$ cat src/rtl/mem_port_arbiter_if.sv
// Bundle of requester handshakes (fetch and data side) and the shared memory command port.
// The master view belongs to the arbiter; the slave view is the surrounding environment.
interface mem_port_arbiter_if #(
    parameter int NBITS = 8
);
    logic             f_req;
    logic [NBITS-1:0] f_addr;
    logic             f_done;
    logic [NBITS-1:0] f_rdata;
    logic             d_req;
    logic             d_we;
    logic [NBITS-1:0] d_addr;
    logic [NBITS-1:0] d_wdata;
    logic             d_done;
    logic [NBITS-1:0] d_rdata;
    logic             err;
    logic [NBITS-1:0] mem_addr;
    logic [NBITS-1:0] mem_wdata;
    logic             MemRead;
    logic             MemWrite;
    logic             busy;
    logic [NBITS-1:0] mem_rdata;

    modport master (
        input  f_req, f_addr, d_req, d_we, d_addr, d_wdata, busy, mem_rdata,
        output f_done, f_rdata, d_done, d_rdata, err, mem_addr, mem_wdata, MemRead, MemWrite
    );

    modport slave (
        output f_req, f_addr, d_req, d_we, d_addr, d_wdata, busy, mem_rdata,
        input  f_done, f_rdata, d_done, d_rdata, err, mem_addr, mem_wdata, MemRead, MemWrite
    );
endinterface

$ cat src/rtl/mem_port_arbiter.sv
// Shares one memory port between instruction fetch (F) and load/store (D) with
// round-robin on conflict, busy-hold of the access and a watchdog abort with err.
module mem_port_arbiter #(
    parameter int NBITS   = 8,
    parameter int TIMEOUT = 16
) (
    input  logic                 clock,
    input  logic                 reset,
    mem_port_arbiter_if.master   bus
);
    localparam int   CNT_W = $clog2(TIMEOUT + 1);
    localparam logic OWN_F = 1'b0;
    localparam logic OWN_D = 1'b1;

    typedef enum logic [1:0] {
        IDLE   = 2'd0,
        ACCESS = 2'd1,
        RESP   = 2'd2
    } state_t;

    state_t           state_r,     state_s;
    logic             last_r,      last_s;
    logic             owner_r,     owner_s;
    logic             we_r,        we_s;
    logic             abort_r,     abort_s;
    logic [NBITS-1:0] addr_r,      addr_s;
    logic [NBITS-1:0] wdata_r,     wdata_s;
    logic [NBITS-1:0] f_rdata_r,   f_rdata_s;
    logic [NBITS-1:0] d_rdata_r,   d_rdata_s;
    logic [CNT_W-1:0] cnt_r,       cnt_s;
    logic             grant_d_s;

    logic             mem_read_r,  mem_read_s;
    logic             mem_write_r, mem_write_s;
    logic             f_done_r,    f_done_s;
    logic             d_done_r,    d_done_s;
    logic             err_r,       err_s;
    logic [NBITS-1:0] mem_addr_r,  mem_addr_s;
    logic [NBITS-1:0] mem_wdata_r, mem_wdata_s;

    // Next-state, arbitration, operand latching and read-data capture
    always_comb begin
        state_s   = state_r;
        last_s    = last_r;
        owner_s   = owner_r;
        we_s      = we_r;
        abort_s   = abort_r;
        addr_s    = addr_r;
        wdata_s   = wdata_r;
        f_rdata_s = f_rdata_r;
        d_rdata_s = d_rdata_r;
        cnt_s     = cnt_r;
        grant_d_s = 1'b0;
        case (state_r)
            IDLE: begin
                if (bus.f_req || bus.d_req) begin
                    // On conflict the side that was not served last wins
                    grant_d_s = bus.d_req && (!bus.f_req || (last_r == OWN_F));
                    owner_s   = grant_d_s;
                    last_s    = grant_d_s;
                    if (grant_d_s) begin
                        we_s    = bus.d_we;
                        addr_s  = bus.d_addr;
                        wdata_s = bus.d_wdata;
                    end else begin
                        we_s    = 1'b0;
                        addr_s  = bus.f_addr;
                        wdata_s = {NBITS{1'b0}};
                    end
                    cnt_s   = {CNT_W{1'b0}};
                    abort_s = 1'b0;
                    state_s = ACCESS;
                end else begin
                    state_s = IDLE;
                end
            end
            ACCESS: begin
                if (!bus.busy) begin
                    if (we_r) begin
                        d_rdata_s = d_rdata_r;
                    end else if (owner_r == OWN_D) begin
                        d_rdata_s = bus.mem_rdata;
                    end else begin
                        f_rdata_s = bus.mem_rdata;
                    end
                    state_s = RESP;
                end else begin
                    cnt_s = cnt_r + CNT_W'(1'b1);
                    if (cnt_s == CNT_W'(TIMEOUT)) begin
                        abort_s = 1'b1;
                        if (we_r) begin
                            d_rdata_s = d_rdata_r;
                        end else if (owner_r == OWN_D) begin
                            d_rdata_s = {NBITS{1'b0}};
                        end else begin
                            f_rdata_s = {NBITS{1'b0}};
                        end
                        state_s = RESP;
                    end else begin
                        state_s = ACCESS;
                    end
                end
            end
            RESP: begin
                state_s = IDLE;
            end
            default: begin
                state_s = IDLE;
            end
        endcase
    end

    // Output values decoded from the upcoming state so every output leaves a flop
    always_comb begin
        mem_read_s  = (state_s == ACCESS) && !we_s;
        mem_write_s = (state_s == ACCESS) && we_s;
        mem_addr_s  = (state_s == ACCESS) ? addr_s  : {NBITS{1'b0}};
        mem_wdata_s = (state_s == ACCESS) ? wdata_s : {NBITS{1'b0}};
        f_done_s    = (state_s == RESP) && (owner_s == OWN_F);
        d_done_s    = (state_s == RESP) && (owner_s == OWN_D);
        err_s       = (state_s == RESP) && abort_s;
    end

    // State, latched operands and registered outputs with synchronous reset
    always_ff @(posedge clock) begin
        if (reset) begin
            state_r     <= IDLE;
            last_r      <= OWN_F;
            owner_r     <= OWN_F;
            we_r        <= 1'b0;
            abort_r     <= 1'b0;
            addr_r      <= {NBITS{1'b0}};
            wdata_r     <= {NBITS{1'b0}};
            f_rdata_r   <= {NBITS{1'b0}};
            d_rdata_r   <= {NBITS{1'b0}};
            cnt_r       <= {CNT_W{1'b0}};
            mem_read_r  <= 1'b0;
            mem_write_r <= 1'b0;
            f_done_r    <= 1'b0;
            d_done_r    <= 1'b0;
            err_r       <= 1'b0;
            mem_addr_r  <= {NBITS{1'b0}};
            mem_wdata_r <= {NBITS{1'b0}};
        end else begin
            state_r     <= state_s;
            last_r      <= last_s;
            owner_r     <= owner_s;
            we_r        <= we_s;
            abort_r     <= abort_s;
            addr_r      <= addr_s;
            wdata_r     <= wdata_s;
            f_rdata_r   <= f_rdata_s;
            d_rdata_r   <= d_rdata_s;
            cnt_r       <= cnt_s;
            mem_read_r  <= mem_read_s;
            mem_write_r <= mem_write_s;
            f_done_r    <= f_done_s;
            d_done_r    <= d_done_s;
            err_r       <= err_s;
            mem_addr_r  <= mem_addr_s;
            mem_wdata_r <= mem_wdata_s;
        end
    end

    assign bus.MemRead   = mem_read_r;
    assign bus.MemWrite  = mem_write_r;
    assign bus.mem_addr  = mem_addr_r;
    assign bus.mem_wdata = mem_wdata_r;
    assign bus.f_done    = f_done_r;
    assign bus.d_done    = d_done_r;
    assign bus.err       = err_r;
    assign bus.f_rdata   = f_rdata_r;
    assign bus.d_rdata   = d_rdata_r;

endmodule

$ cat src/flat_wrapper.sv
// flat-port wrapper written by rule: the top's interface ports become plain ports
module mem_port_arbiter_flat 
#(
    parameter int NBITS   = 8,
    parameter int TIMEOUT = 16
)
  (clock, reset, bus_f_req, bus_f_addr, bus_d_req, bus_d_we, bus_d_addr, bus_d_wdata, bus_busy, bus_mem_rdata, bus_f_done, bus_f_rdata, bus_d_done, bus_d_rdata, bus_err, bus_mem_addr, bus_mem_wdata, bus_MemRead, bus_MemWrite);
  mem_port_arbiter_if #(.NBITS(NBITS)) bus_i ();
  input  logic clock;
  input  logic reset;
  input wire logic [$bits(bus_i.f_req)-1:0] bus_f_req;
  input wire logic [$bits(bus_i.f_addr)-1:0] bus_f_addr;
  input wire logic [$bits(bus_i.d_req)-1:0] bus_d_req;
  input wire logic [$bits(bus_i.d_we)-1:0] bus_d_we;
  input wire logic [$bits(bus_i.d_addr)-1:0] bus_d_addr;
  input wire logic [$bits(bus_i.d_wdata)-1:0] bus_d_wdata;
  input wire logic [$bits(bus_i.busy)-1:0] bus_busy;
  input wire logic [$bits(bus_i.mem_rdata)-1:0] bus_mem_rdata;
  output wire logic [$bits(bus_i.f_done)-1:0] bus_f_done;
  output wire logic [$bits(bus_i.f_rdata)-1:0] bus_f_rdata;
  output wire logic [$bits(bus_i.d_done)-1:0] bus_d_done;
  output wire logic [$bits(bus_i.d_rdata)-1:0] bus_d_rdata;
  output wire logic [$bits(bus_i.err)-1:0] bus_err;
  output wire logic [$bits(bus_i.mem_addr)-1:0] bus_mem_addr;
  output wire logic [$bits(bus_i.mem_wdata)-1:0] bus_mem_wdata;
  output wire logic [$bits(bus_i.MemRead)-1:0] bus_MemRead;
  output wire logic [$bits(bus_i.MemWrite)-1:0] bus_MemWrite;
  assign bus_i.f_req = bus_f_req;
  assign bus_i.f_addr = bus_f_addr;
  assign bus_i.d_req = bus_d_req;
  assign bus_i.d_we = bus_d_we;
  assign bus_i.d_addr = bus_d_addr;
  assign bus_i.d_wdata = bus_d_wdata;
  assign bus_i.busy = bus_busy;
  assign bus_i.mem_rdata = bus_mem_rdata;
  assign bus_f_done = bus_i.f_done;
  assign bus_f_rdata = bus_i.f_rdata;
  assign bus_d_done = bus_i.d_done;
  assign bus_d_rdata = bus_i.d_rdata;
  assign bus_err = bus_i.err;
  assign bus_mem_addr = bus_i.mem_addr;
  assign bus_mem_wdata = bus_i.mem_wdata;
  assign bus_MemRead = bus_i.MemRead;
  assign bus_MemWrite = bus_i.MemWrite;
  mem_port_arbiter #(.NBITS(NBITS), .TIMEOUT(TIMEOUT)) u_core (.clock(clock), .reset(reset), .bus(bus_i));
endmodule
$ cat config.mk
export PLATFORM = sky130hd
export DESIGN_NAME = mem_port_arbiter_flat
export DESIGN_NICKNAME = d
export VERILOG_FILES = /design/src/rtl/mem_port_arbiter_if.sv /design/src/rtl/mem_port_arbiter.sv /design/src/flat_wrapper.sv
export SDC_FILE = /design/constraint.sdc
export NUM_CORES = 1
export LEC_CHECK = 0
export ABC_CLOCK_PERIOD_IN_PS = 5100
export BUFFER_PORTS_ARGS = -buffer_cell sky130_fd_sc_hd__buf_2
export CAP_MARGIN = 10
export CORE_ASPECT_RATIO = 1.1
export CORE_UTILIZATION = 35
export CTS_BUF_LIST = sky130_fd_sc_hd__clkbuf_8
export DETAILED_ROUTE_END_ITERATION = 8
export GPL_TIMING_DRIVEN = 0
export PLACE_DENSITY = 0.63
export REMOVE_ABC_BUFFERS = 1
export SYNTH_ARGS = -nofsm -noshare
export SYNTH_HDL_FRONTEND = slang
export SYNTH_SLANG_ARGS = --single-unit
$ cat constraint.sdc
create_clock -name clock -period 5.1 [get_ports clock]
set_input_delay 1.02 -clock clock [delete_from_list [all_inputs] [get_ports clock]]
set_output_delay 1.02 -clock clock [all_outputs]
set_load 0.01 [all_outputs]
==> report_table.html <==
<table>
<tr><th>Metric</th><th>Value</th></tr>
<tr><th colspan="2">Status</th></tr>
<tr><td>Run status</td><td>complete, but fails checks</td></tr>
<tr><td>Violations in the final reports</td><td>DRC</td></tr>
<tr><th colspan="2">Worst setup path</th></tr>
<tr><td>Required @ worst endpoint</td><td>5320 ps</td></tr>
<tr><td>Cell type of the slowest stage on the worst timing path</td><td>sky130_fd_sc_hd__a211oi_4</td></tr>
<tr><td>Kind of end point of the critical path</td><td>flip-flop</td></tr>
<tr><td>Worst path arrival time</td><td>2810 ps</td></tr>
<tr><td>Timing endpoint of the critical path</td><td>u_core.bus.mem_addr[7]$_SDFF_PP0_</td></tr>
<tr><td>Delay of the slowest critical-path stage</td><td>750 ps</td></tr>
<tr><td>Critical path startpoint</td><td>u_core.cnt_r[0]$_SDFFE_PP0P_</td></tr>
<tr><td>Critical Path Start Type</td><td>flip-flop</td></tr>
<tr><td>R2R Path End</td><td>u_core.bus.mem_addr[7]$_SDFF_PP0_</td></tr>
<tr><td>Setup slack of the most critical reg-to-reg path</td><td>2510 ps</td></tr>
<tr><td>Setup CP Type</td><td>flip-flop to flip-flop</td></tr>
<tr><td>Startpoint of the most critical register-to-register path</td><td>u_core.cnt_r[0]$_SDFFE_PP0P_</td></tr>
<tr><td>Worst path cell trace</td><td>ha_1 &gt; and4b_4 &gt; a211oi_4 &gt; o21ai_4 &gt; a2111oi_1</td></tr>
<tr><td>Peak fanout along the critical path</td><td>19</td></tr>
<tr><td>Path depth of the worst reg2reg path</td><td>5</td></tr>
<tr><th colspan="2">Synthesis</th></tr>
<tr><td>Number of synthesized flops with an enable pin</td><td>0</td></tr>
<tr><td>Area share of the largest cell type after synthesis</td><td>49.0%</td></tr>
<tr><td>Portion of the post-synthesis area used by sequential elements</td><td>49.0%</td></tr>
<tr><td>Post-synth top area cell</td><td>sky130_fd_sc_hd__dfxtp_1</td></tr>
<tr><td>Cell area after technology mapping</td><td>2620 sq um</td></tr>
<tr><td>Yosys warning total</td><td>0</td></tr>
<tr><td>Fraction of registers with async set or reset after synthesis</td><td>0%</td></tr>
<tr><td>Count of different cell masters after synthesis</td><td>41</td></tr>
<tr><td>Synth Instances</td><td>268</td></tr>
<tr><td>Largest cells by area after synthesis</td><td>sky130_fd_sc_hd__dfxtp_1 (49%), sky130_fd_sc_hd__a21oi_1 (6.1%), sky130_fd_sc_hd__a22oi_1 (5.2%), sky130_fd_sc_hd__o211ai_1 (4.6%), sky130_fd_sc_hd__a221oi_2 (4.0%)</td></tr>
<tr><td>Synthesized area per cell</td><td>9.76 sq um</td></tr>
<tr><td>Leading cell type by number of instances after synthesis</td><td>sky130_fd_sc_hd__dfxtp_1</td></tr>
<tr><td>Top flip-flop cell by instance count after synthesis</td><td>sky130_fd_sc_hd__dfxtp_1</td></tr>
<tr><td>Total of flip-flops plus latches after synthesis</td><td>64</td></tr>
<tr><td>Post-synth top cells</td><td>sky130_fd_sc_hd__dfxtp_1 (64), sky130_fd_sc_hd__a21oi_1 (32), sky130_fd_sc_hd__nor2_1 (22)</td></tr>
<tr><th colspan="2">Pwr</th></tr>
<tr><td>Leakage</td><td>1.28 nW</td></tr>
<tr><td>Internal cell power</td><td>0.000836 W</td></tr>
<tr><td>Total power density per cell area</td><td>353 nW/um^2</td></tr>
<tr><td>Sw Share</td><td>27.0%</td></tr>
<tr><td>Combinational share of power</td><td>13.9%</td></tr>
<tr><td>Psw</td><td>0.000309 W</td></tr>
<tr><td>Worst-case vdd ir drop</td><td>0.278 mV</td></tr>
<tr><td>Part of the power in the clock network</td><td>38.3%</td></tr>
<tr><td>Seq pwr share</td><td>47.8%</td></tr>
<tr><th colspan="2">Clocking</th></tr>
<tr><td>Post-cts hold buffer count</td><td>0</td></tr>
<tr><td>CTS tree</td><td>built</td></tr>
<tr><td>Resize count post-CTS</td><td>0</td></tr>
<tr><td>Clock latency at the later pin of the worst-skew pair</td><td>340 ps</td></tr>
<tr><td>Clock net sink count</td><td>64</td></tr>
<tr><td>Setup fix buffers added after clock tree synthesis</td><td>0</td></tr>
<tr><td>Clock transition at path regs</td><td>70 ps</td></tr>
<tr><td>Number of levels the H-tree was split into</td><td>3</td></tr>
<tr><td>Maximum clock path buffer count</td><td>2</td></tr>
<tr><td>Cell chosen for the clock root</td><td>sky130_fd_sc_hd__clkbuf_8</td></tr>
<tr><td>Cts bufs inserted</td><td>9</td></tr>
<tr><th colspan="2">Place</th></tr>
<tr><td>Total placed cells including tap cells</td><td>407</td></tr>
<tr><td>Post-DP HPWL</td><td>3.89 mm</td></tr>
<tr><td>Weighted congestion reported at the end of routability-driven placement</td><td>0.696</td></tr>
<tr><td>Quantity of I/O buffers inserted on ports</td><td>74</td></tr>
<tr><td>DP Area</td><td>3030 sq um</td></tr>
<tr><th colspan="2">Run</th></tr>
<tr><td>Count of max-cap constraint violations</td><td>0</td></tr>
<tr><th colspan="2">Routing</th></tr>
<tr><td>Detailed-routing iteration count for the pre-antenna-repair pass</td><td>6</td></tr>
<tr><td>Routed length per instance</td><td>14.3 um</td></tr>
<tr><td>Routed wire length</td><td>6.08 mm</td></tr>
<tr><td>Starting DRT DRC Count</td><td>70</td></tr>
<tr><td>Antenna viol nets, final</td><td>0</td></tr>
<tr><td>DRC violation count after routing</td><td>11</td></tr>
<tr><td>Vias per inst</td><td>5.45</td></tr>
<tr><td>Vias after detailed routing</td><td>2310</td></tr>
<tr><th colspan="2">Finish</th></tr>
<tr><td>Total number of nets in the final design</td><td>374</td></tr>
<tr><td>Final antenna diode count</td><td>0</td></tr>
<tr><td>Final Non-Filler Cells</td><td>424</td></tr>
<tr><td>Number of inserted filler cells in the final layout</td><td>721</td></tr>
<tr><td>Final design area excluding fillers</td><td>3240 sq um</td></tr>
<tr><td>Fraction of final layout cells with drive strength greater than 1</td><td>31.3%</td></tr>
<tr><td>Area Overhead vs Synth</td><td>23.9%</td></tr>
<tr><th colspan="2">Global route</th></tr>
<tr><td>Antenna violations before repair</td><td>0</td></tr>
<tr><td>Combined global-route utilization of all metal layers</td><td>16.2%</td></tr>
<tr><td>Number of global-route vias before repair</td><td>2180</td></tr>
<tr><td>Global-route wire length before repair</td><td>10.1 mm</td></tr>
<tr><td>Maximum number of pins on one net before global-route repair</td><td>62</td></tr>
<tr><td>Sum of overflow across all layers after global routing</td><td>0</td></tr>
<tr><th colspan="2">Floorplan</th></tr>
<tr><td>Boundary pin count</td><td>75</td></tr>
<tr><td>Placement Rows</td><td>32</td></tr>
<tr><td>Die area</td><td>7820 sq um</td></tr>
<tr><td>Die outline width</td><td>84.4 um</td></tr>
<tr><td>Initial Utilization</td><td>36.7%</td></tr>
<tr><td>Die Height</td><td>92.7 um</td></tr>
<tr><td>Core region area</td><td>7130 sq um</td></tr>
<tr><th colspan="2">Timing</th></tr>
<tr><td>Transition time at the pin with the least slew margin</td><td>1190 ps</td></tr>
<tr><td>Final count of negative-setup-slack endpoints</td><td>0</td></tr>
<tr><td>RSZ-0062 raised after global routing</td><td>false</td></tr>
<tr><td>Final Hold Viols</td><td>0</td></tr>
<tr><td>Final-report max-slew violation count</td><td>0</td></tr>
<tr><td>Slew Limit Headroom</td><td>20.7%</td></tr>
<tr><td>Post-route clock skew</td><td>8.98 ps</td></tr>
<tr><td>Time the final worst path needs with I/O delays and setup</td><td>2590 ps</td></tr>
<tr><td>Tcrit/Tclk final</td><td>50.8%</td></tr>
<tr><td>Max Freq</td><td>386 MHz</td></tr>
<tr><th colspan="2">Worst hold path</th></tr>
<tr><td>Hold Path Cell Cnt</td><td>1</td></tr>
<tr><td>Classification of the worst-slack hold path</td><td>flip-flop to flip-flop</td></tr>
</table>
## state kept, by name (all words and copies together) (netlist names)
register              cells
u_core.abort_r            1
u_core.addr_r             8
u_core.bus.MemRead        1
u_core.bus.MemWrite       1
u_core.bus.d_done         1
u_core.bus.d_rdata        8
u_core.bus.err            1
u_core.bus.f_done         1
u_core.bus.f_rdata        8
u_core.bus.mem_addr       8
u_core.bus.mem_wdata      8
u_core.cnt_r              5
u_core.last_r             1
u_core.owner_r            1
u_core.state_r            2
u_core.wdata_r            8
u_core.we_r               1
## through the flow
stage | TNS (ps) | utilization (%) | total power [W] | hold slack [ps] | worst slack [ps]
after floorplan | 0 | - | 0.000646 | 434 | 885
after global placement | -5980 | 41.9 | 0.000708 | 442 | -390
after detailed placement | 0 | 42.5 | 0.000718 | 452 | 1870
after CTS | 0 | 45.4 | 0.00117 | 469 | 2250
after global routing | 0 | 45.5 | 0.00121 | 494 | 2260
final | 0 | 45.5 | 0.00114 | 466 | 2510
## power by group through the flow
stage | sequential, W | combinational [W] | clock [W]
after floorplan | 0.000565 | 0.0000809 | 0
after global placement | 0.000558 | 0.000150 | 0
after detailed placement | 0.000558 | 0.000160 | 0
after CTS | 0.000547 | 0.000161 | 0.000458
after global routing | 0.000551 | 0.000178 | 0.000478
final | 0.000547 | 0.000159 | 0.000439
## routing by layer
| metal | GRT usage (%) | up-vias | routed length (um) |
|---|---|---|---|
| met5 | 0 | - | 0 |
| met4 | 6.78 | 0 | 27 |
| met3 | 4.81 | 4 | 361 |
| met2 | 27.3 | 63 | 2880 |
| met1 | 19.2 | 1089 | 2810 |
| li1 | - | 1154 | - |
## worst max-delay path: cells and delay by family (launching register included)
family          cells  cell delay (ps)
compound gates      3             1560
flops               1              370
fa+ha+maj           1              290
simple gates        1              240
## cells in the final DEF, fill, tap and decap left out, drive strengths merged, types with 3 or more instances in the layout
| master | count |
|---|---|
| a221oi | 8 |
| nand3b | 3 |
| and3 | 3 |
| a2111oi | 8 |
| nand2 | 16 |
| and2 | 3 |
| nor2b | 8 |
| nor3 | 9 |
| o211ai | 16 |
| a21oi | 32 |
| buf | 76 |
| a22oi | 18 |
| nor2 | 23 |
| clkinvlp | 4 |
| o21ai | 7 |
| dfxtp | 64 |
| clkbuf | 10 |
| a211oi | 10 |
## worst min path at each step
stage                                 start                      endpoint  slack (ps)
2_1_floorplan  u_core.wdata_r[0]$_SDFF_PP0_  u_core.wdata_r[0]$_SDFF_PP0_         430
3_3_place_gp      u_core.abort_r$_SDFF_PP0_     u_core.abort_r$_SDFF_PP0_         440
3_5_place_dp      u_core.abort_r$_SDFF_PP0_     u_core.abort_r$_SDFF_PP0_         450
4_1_cts           u_core.abort_r$_SDFF_PP0_     u_core.abort_r$_SDFF_PP0_         470
5_1_grt        u_core.wdata_r[0]$_SDFF_PP0_  u_core.wdata_r[0]$_SDFF_PP0_         490
6_report          u_core.abort_r$_SDFF_PP0_     u_core.abort_r$_SDFF_PP0_         470
## logic make-up (layout without fill, tap and decap cells)
family                     count (synthesis)  in the layout  synth area share, %
and+or+nand+nor                           75             75                 15.0
DFF                                       64             64                 49.0
adders and majority gates                  2              2                0.957
buffers and inverters                     21             92                 3.97
AOI/OAI and AO/OA                        106            106                 31.1
## layout make-up
| class | instances | area (sq um) | share of cell area, % |
|---|---|---|---|
| clock buffers | 10 | 138 | 4.25 |
| multi-input cells | 183 | 1240 | 38.3 |
| clock inverters | 6 | 68.8 | 2.12 |
| well taps | 85 | 106 | 3.28 |
| flip-flops and latches | 64 | 1280 | 39.5 |
| repair buffers | 76 | 405 | 12.5 |
(Power assumes the default switching activity.)
